--- config.mk ---
export PLATFORM = sky130hd
export DESIGN_NAME = tx_framer_flat
export DESIGN_NICKNAME = d
export VERILOG_FILES = /design/src/rtl/tx_framer_if.sv /design/src/rtl/tx_framer.sv /design/src/flat_wrapper.sv
export SDC_FILE = /design/constraint.sdc
export NUM_CORES = 1
export LEC_CHECK = 0
export ABC_AREA = 0
export CELL_PAD_IN_SITES_DETAIL_PLACEMENT = 1
export CELL_PAD_IN_SITES_GLOBAL_PLACEMENT = 1
export CORE_MARGIN = 2
export CORE_UTILIZATION = 34
export CTS_CLUSTER_DIAMETER = 30
export DETAILED_ROUTE_END_ITERATION = 7
export PLACE_DENSITY = 0.62
export SYNTH_ARGS = -nofsm -noshare
export SYNTH_HDL_FRONTEND = slang
export SYNTH_SLANG_ARGS = --single-unit
--- constraint.sdc ---
create_clock -name clk -period 4.26 [get_ports clk]
set_input_delay 0.852 -clock clk [delete_from_list [all_inputs] [get_ports clk]]
set_output_delay 0.852 -clock clk [all_outputs]
set_load 0.01 [all_outputs]
--- src/rtl/tx_framer_if.sv ---
// Byte-source / dibit-mapper handshake bundle for tx_framer.
interface tx_framer_if;
  logic       in_valid;
  logic [7:0] in_data;
  logic       in_last;
  logic       in_ready;
  logic       out_valid;
  logic       out_I;
  logic       out_Q;
  logic       out_ready;

  // Byte source and mapper side.
  modport master (
    output in_valid, in_data, in_last, out_ready,
    input  in_ready, out_valid, out_I, out_Q
  );

  // Framer side.
  modport slave (
    input  in_valid, in_data, in_last, out_ready,
    output in_ready, out_valid, out_I, out_Q
  );
endinterface

--- src/rtl/tx_framer.sv ---
// Byte-to-dibit framer: preamble, sync word, payload and, when TX_FRAMER_CRC16_EN
// is defined, a CRC-16/CCITT-FALSE trailer; every byte sent MSB-first as {I,Q}.
module tx_framer #(
  parameter int unsigned PREAMBLE_LEN = 4,
  parameter logic [15:0] SYNC_WORD    = 16'h2DD4,
  parameter int unsigned MAX_PAYLOAD  = 255
) (
  input  logic       clk,
  input  logic       rst,
  tx_framer_if.slave bus,
  output logic       frame_active,
  output logic       err_overlength
);
  localparam int unsigned CNT_W = 8;
  localparam int unsigned SEC_W = 4;
  localparam int unsigned DIB_W = 2;
  localparam logic [7:0]  PREAMBLE_BYTE = 8'h55;

  typedef enum logic [2:0] {
    S_IDLE,
    S_PREAMBLE,
    S_SYNC,
    S_PAYLOAD,
`ifdef TX_FRAMER_CRC16_EN
    S_CRC,
`endif
    S_DRAIN
  } state_t;

  state_t             state_q, state_d;
  logic [7:0]         sh_q, sh_d;
  logic [DIB_W-1:0]   d_q, d_d;
  logic               valid_q, valid_d;
  logic               fa_q, fa_d;
  logic [SEC_W-1:0]   sec_q, sec_d;
  logic [CNT_W-1:0]   pay_q, pay_d;
  logic               last_q, last_d;
  logic               ovf_q, ovf_d;
  logic               hs, byte_done;
  logic               take, in_ready_c, err_c;
`ifdef TX_FRAMER_CRC16_EN
  logic [15:0]        crc_q, crc_d;

  // One whole payload byte folded into the CRC per call.
  function automatic logic [15:0] crc_step(input logic [15:0] c, input logic [7:0] b);
    logic [15:0] r;
    r = c ^ {b, 8'h00};
    for (int i = 0; i < 8; i++) begin
      r = r[15] ? ({r[14:0], 1'b0} ^ 16'h1021) : {r[14:0], 1'b0};
    end
    return r;
  endfunction
`endif

  assign hs        = valid_q & bus.out_ready;
  assign byte_done = hs & (d_q == DIB_W'(3));

  // Next-state, shift register and frame bookkeeping.
  always_comb begin
    state_d    = state_q;
    sh_d       = sh_q;
    d_d        = d_q;
    valid_d    = valid_q;
    fa_d       = fa_q;
    sec_d      = sec_q;
    pay_d      = pay_q;
    last_d     = last_q;
    ovf_d      = ovf_q;
`ifdef TX_FRAMER_CRC16_EN
    crc_d      = crc_q;
`endif
    take       = 1'b0;
    in_ready_c = 1'b0;
    err_c      = 1'b0;

    if (hs) begin
      sh_d = {sh_q[5:0], 2'b00};
      d_d  = d_q + DIB_W'(1);
    end

    case (state_q)
      S_IDLE: begin
        valid_d = 1'b0;
        fa_d    = 1'b0;
        if (bus.in_valid) begin
          sh_d    = PREAMBLE_BYTE;
          d_d     = DIB_W'(0);
          valid_d = 1'b1;
          fa_d    = 1'b1;
          sec_d   = SEC_W'(0);
          pay_d   = CNT_W'(0);
          last_d  = 1'b0;
          ovf_d   = 1'b0;
`ifdef TX_FRAMER_CRC16_EN
          crc_d   = 16'hFFFF;
`endif
          state_d = S_PREAMBLE;
        end
      end
      S_PREAMBLE: begin
        if (byte_done) begin
          if (sec_q == SEC_W'(PREAMBLE_LEN - 1)) begin
            sh_d    = SYNC_WORD[15:8];
            sec_d   = SEC_W'(0);
            state_d = S_SYNC;
          end else begin
            sh_d  = PREAMBLE_BYTE;
            sec_d = sec_q + SEC_W'(1);
          end
        end
      end
      S_SYNC: begin
        if (byte_done) begin
          if (sec_q == SEC_W'(0)) begin
            sh_d  = SYNC_WORD[7:0];
            sec_d = SEC_W'(1);
          end else begin
            // Hand over with an empty register, but let the first payload byte in on this edge.
            valid_d    = 1'b0;
            state_d    = S_PAYLOAD;
            in_ready_c = 1'b1;
            take       = 1'b1;
          end
        end
      end
      S_PAYLOAD: begin
        if (!valid_q) begin
          in_ready_c = 1'b1;
          take       = 1'b1;
        end else if (byte_done) begin
          valid_d = 1'b0;
          if (last_q) begin
`ifdef TX_FRAMER_CRC16_EN
            valid_d = 1'b1;
            sh_d    = crc_q[15:8];
            sec_d   = SEC_W'(0);
            state_d = S_CRC;
`else
            fa_d    = 1'b0;
            state_d = ovf_q ? S_DRAIN : S_IDLE;
`endif
          end else begin
            in_ready_c = 1'b1;
            take       = 1'b1;
          end
        end
      end
`ifdef TX_FRAMER_CRC16_EN
      S_CRC: begin
        if (byte_done) begin
          if (sec_q == SEC_W'(0)) begin
            sh_d  = crc_q[7:0];
            sec_d = SEC_W'(1);
          end else begin
            valid_d = 1'b0;
            fa_d    = 1'b0;
            state_d = ovf_q ? S_DRAIN : S_IDLE;
          end
        end
      end
`endif
      S_DRAIN: begin
        valid_d    = 1'b0;
        fa_d       = 1'b0;
        in_ready_c = 1'b1;
        if (bus.in_valid && bus.in_last) state_d = S_IDLE;
      end
      default: state_d = S_IDLE;
    endcase

    // Payload byte accept; truncation marks the byte as final and flags the error.
    if (take && bus.in_valid) begin
      sh_d    = bus.in_data;
      d_d     = DIB_W'(0);
      valid_d = 1'b1;
      pay_d   = pay_q + CNT_W'(1);
`ifdef TX_FRAMER_CRC16_EN
      crc_d   = crc_step(crc_q, bus.in_data);
`endif
      if (bus.in_last) begin
        last_d = 1'b1;
      end else if (pay_d == CNT_W'(MAX_PAYLOAD)) begin
        last_d = 1'b1;
        ovf_d  = 1'b1;
        err_c  = 1'b1;
      end else begin
        last_d = 1'b0;
      end
    end
  end

  always_ff @(posedge clk or negedge rst) begin
    if (!rst) begin
      state_q <= S_IDLE;
      sh_q    <= 8'h00;
      d_q     <= DIB_W'(0);
      valid_q <= 1'b0;
      fa_q    <= 1'b0;
      sec_q   <= SEC_W'(0);
      pay_q   <= CNT_W'(0);
      last_q  <= 1'b0;
      ovf_q   <= 1'b0;
`ifdef TX_FRAMER_CRC16_EN
      crc_q   <= 16'h0000;
`endif
    end else begin
      state_q <= state_d;
      sh_q    <= sh_d;
      d_q     <= d_d;
      valid_q <= valid_d;
      fa_q    <= fa_d;
      sec_q   <= sec_d;
      pay_q   <= pay_d;
      last_q  <= last_d;
      ovf_q   <= ovf_d;
`ifdef TX_FRAMER_CRC16_EN
      crc_q   <= crc_d;
`endif
    end
  end

  assign bus.out_valid  = valid_q;
  assign bus.out_I      = sh_q[7];
  assign bus.out_Q      = sh_q[6];
  assign bus.in_ready   = in_ready_c;
  assign frame_active   = fa_q;
  assign err_overlength = err_c;
endmodule

--- src/flat_wrapper.sv ---
// flat-port wrapper written by rule: the top's interface ports become plain ports
module tx_framer_flat 
#(
  parameter int unsigned PREAMBLE_LEN = 4,
  parameter logic [15:0] SYNC_WORD    = 16'h2DD4,
  parameter int unsigned MAX_PAYLOAD  = 255
)
  (clk, rst, frame_active, err_overlength, bus_in_valid, bus_in_data, bus_in_last, bus_out_ready, bus_in_ready, bus_out_valid, bus_out_I, bus_out_Q);
  tx_framer_if bus_i ();
  input  logic clk;
  input  logic rst;
  output logic frame_active;
  output logic err_overlength;
  input wire logic [$bits(bus_i.in_valid)-1:0] bus_in_valid;
  input wire logic [$bits(bus_i.in_data)-1:0] bus_in_data;
  input wire logic [$bits(bus_i.in_last)-1:0] bus_in_last;
  input wire logic [$bits(bus_i.out_ready)-1:0] bus_out_ready;
  output wire logic [$bits(bus_i.in_ready)-1:0] bus_in_ready;
  output wire logic [$bits(bus_i.out_valid)-1:0] bus_out_valid;
  output wire logic [$bits(bus_i.out_I)-1:0] bus_out_I;
  output wire logic [$bits(bus_i.out_Q)-1:0] bus_out_Q;
  assign bus_i.in_valid = bus_in_valid;
  assign bus_i.in_data = bus_in_data;
  assign bus_i.in_last = bus_in_last;
  assign bus_i.out_ready = bus_out_ready;
  assign bus_in_ready = bus_i.in_ready;
  assign bus_out_valid = bus_i.out_valid;
  assign bus_out_I = bus_i.out_I;
  assign bus_out_Q = bus_i.out_Q;
  tx_framer #(.PREAMBLE_LEN(PREAMBLE_LEN), .SYNC_WORD(SYNC_WORD), .MAX_PAYLOAD(MAX_PAYLOAD)) u_core (.clk(clk), .rst(rst), .bus(bus_i), .frame_active(frame_active), .err_overlength(err_overlength));
endmodule
==> results.yml <==
status:
  status: "finished, final reports clean"
clocking:
  root_buffer: "clkbuf_8"
  clockBufferDepth: 2
  post_cts_resized: 0
  clk-insertion-delay-late_ns: 0.28
  numClockSinks: 29
  cts_buffers: 5
  cts_max_level: 2
  clk_pin_slew_ns: 0.07
  hold_buffers: 0
  cts_setup_buffers: 0
  cts_tree: "yes"
layout:
  final_cell_area_um2: 2040
  multi_input_area_um2: 927
  n_fill_cell: 604
  area_delta_synth_final_pct: 17.8
  final_nets: 225
  drive_gt1_share_pct: 10.6
  register_area_um2: 726
  antenna_cells: 0
floorplanning:
  io_pins: 19
  start_util_pct: 34.6
  fp.dieH_um: 75.4
  rows: 26
  core_um2: 5010
  floorplan.die.width_um: 75.4
  die-area_um2: 5690
detailed_routing:
  drtIter0Drc: 27
  wl_per_cell_um: 16.1
  antenna_left: 0
  remaining_drc_errors: 0
  vias_per_cell: 5.27
  wirelength_um: 4470
  num_vias: 1461
  drt-pass1-iter-count: 4
global_routing:
  grt_max_degree: 30
  grt_pass1_wl_um: 7560
  grt_usage_pct: 17.8
  grt_pass1_vias: 1505
  globalRoute.totalOverflow: 0
  antenna_found_initial: 0
setup_path:
  critical_path.max_stage_delay_ns: 0.57
  crit_end: "err_overlength"
  cp_cell_sequence: "clkdlybuf4s50_1 > nand3_1 > nor3_2 > o211ai_2 > nor3_2 > clkdlybuf4s50_1"
  ff2ff_path_depth: 7
  cp-start-kind: "primary input"
  slowest_stage: "clkdlybuf4s50_1"
  critPathRequiredTime_ns: 3.41
  critPathCaptureType: "primary output"
  cp_max_fo: 4
  worstPathArrival_ns: 2.71
  reg2reg_to: "u_core.pay_q[3]"
  critPathKind: "in -> out"
  timing.rr.start: "u_core.sec_q[0]"
  r2r_slack_ns: 1.95
  worstSetupStartpoint: "bus_out_ready"
sta:
  clock-skew-final_ns: 0.00984
  tightest_slew_ns: 0.465
  min_period_over_period_pct: 83.6
  fin_ws_ns: 0.700
  finalHoldViolCount: 0
  fmax_mhz: 281
  setup_viol: 0
  tns_ns: 0
  final.min_clock_period_ns: 3.56
  maxSlewHeadroom_pct: 69.0
  rsz0062_at_grt: "false"
  slew_viol_final: 0
logic_synthesis:
  syn_area_um2: 1740
  syn_nets: 207
  synth_area_per_cell_um2: 9.18
  synth-main-ff-cell: "dfrtp_1"
  synth-seq-cells: 29
  yosysUniqueCellTypes: 53
  synth-edff-count: 0
  ys_seq_area_share_pct: 41.8
  synth_cells: 189
  ys_async_sr_fraction_pct: 100
  yosysWarnings: 0
pwr:
  pwr_density_cell_nw_per_um2: 398
  ir_drop_mv: 0.156
  p_leak_nw: 0.921
  p_total_w: 0.000814
placed_design:
  hpwlAfterDp_um: 3210
  dpl_cell_area_um2: 1960
  numPortBuffers: 18
  place_ws_ns: 0.681
  place.gp.congestion: 0.784
worst_hold_path:
  hold_path_class: "reg -> reg"
  min_path_cells: 1
  hp-start: "u_core.ovf_q"
run:
  maxCapViolations: 0
## final cells by class
class	count	share of cell area (%)
Timing Repair Buffer	21	9.91
Multi-Input combinational cell	146	45.3
Tap cell	70	4.28
Inverter	4	0.734
Sequential cell	29	35.5
Clock buffer	7	4.22
## flip-flops by register name, summed over array words and instances (netlist names)
signal                count
u_core.state_q            3
u_core.ovf_q              1
u_core.last_q             1
u_core.d_q                2
u_core.frame_active       1
u_core.pay_q              8
u_core.sh_q               8
u_core.sec_q              4
u_core.bus.out_valid      1
## worst max-delay path, delay by kind of cell
family / cells / cell delay (ns)
simple gates: 3 / 0.63
buf+inv: 2 / 1.09
compound gates: 1 / 0.14
## cells in the final DEF, fill, tap and decap left out, types with 2 or more instances in the layout
| cell | n |
|---|---|
| nand2b_1 | 5 |
| and3_1 | 2 |
| a21oi_1 | 12 |
| mux2_2 | 2 |
| a221o_1 | 2 |
| or3_1 | 2 |
| nand4b_1 | 2 |
| nor3_2 | 2 |
| nand3_1 | 17 |
| and2_1 | 2 |
| nand2_1 | 26 |
| o21ai_1 | 5 |
| a21o_1 | 4 |
| nor2_1 | 14 |
| inv_1 | 3 |
| buf_4 | 3 |
| o21ai_0 | 8 |
| nor3_1 | 5 |
| nand4_1 | 2 |
| ha_1 | 5 |
| o221ai_1 | 2 |
| clkdlybuf4s50_1 | 18 |
| dfrtp_1 | 29 |
| clkbuf_8 | 6 |
| o22a_1 | 2 |
## layer usage
metal	global-route usage (%)	up-vias	part of all wire [%]
li1	-	714	-
met1	23.6	724	46
met2	29.2	18	49
met3	2.78	5	2.7
met4	7.02	0	1.3
met5	0	-	0
## synthesized netlist by cell type (all sizes together) (2+ instances only)
| master | count | area, um^2 |
|---|---|---|
| nor3 | 7 | 45.0 |
| nor3b | 3 | 38.8 |
| o221ai | 2 | 17.5 |
| o22a | 2 | 17.5 |
| nand3 | 17 | 85.1 |
| a21oi | 12 | 60.1 |
| or3 | 2 | 12.5 |
| ha | 5 | 62.6 |
| a221o | 2 | 20.0 |
| and2 | 2 | 12.5 |
| o21ai | 13 | 65.1 |
| nand2b | 5 | 31.3 |
| mux2 | 2 | 22.5 |
| and3 | 3 | 23.8 |
| a21o | 4 | 30.0 |
| nand4 | 2 | 12.5 |
| dfrtp | 29 | 726 |
| inv | 4 | 15.0 |
| nand2 | 26 | 97.6 |
| nand4b | 2 | 17.5 |
| buf | 9 | 63.8 |
| nor2 | 14 | 52.6 |
## metrics by stage
| stage | util (%) | hold slack [ns] | cells |
|---|---|---|---|
| after floorplan | - | 0.450 | 189 |
| after global placement | 39.1 | 0.470 | 270 |
| after detailed placement | 39.1 | 0.484 | 270 |
| after CTS | 40.8 | 0.498 | 277 |
| after global routing | 40.8 | 0.515 | 277 |
| final | 40.8 | 0.488 | 277 |
## where the power goes
part	internal [W]	leakage, nW	switching (W)	total [W]
registers	0.000328	0.373	0.0000465	0.000374
clock network	0.000128	0.0443	0.000105	0.000233
logic	0.000111	0.504	0.0000958	0.000207
## worst min-delay path by stage
stage,to
finish,u_core.ovf_q
detailed placement,u_core.ovf_q
floorplan,u_core.ovf_q
CTS,u_core.ovf_q
global placement,u_core.ovf_q
global route,u_core.ovf_q
## cells by family (layout without fill, tap and decap cells)
group / count (synthesis) / in the layout / synth area share [%]
multiplexers: 3 / 3 / 1.87
flip-flops: 29 / 29 / 41.8
AO/OA/AOI/OAI: 48 / 48 / 19.3
AND/OR/NAND/NOR: 89 / 89 / 28.2
XOR/XNOR: 1 / 1 / 0.505
adder cells (fa/ha/maj): 5 / 5 / 3.60
buffers and inverters: 14 / 32 / 4.76
Note: power is estimated with default switching activity, not from simulation.
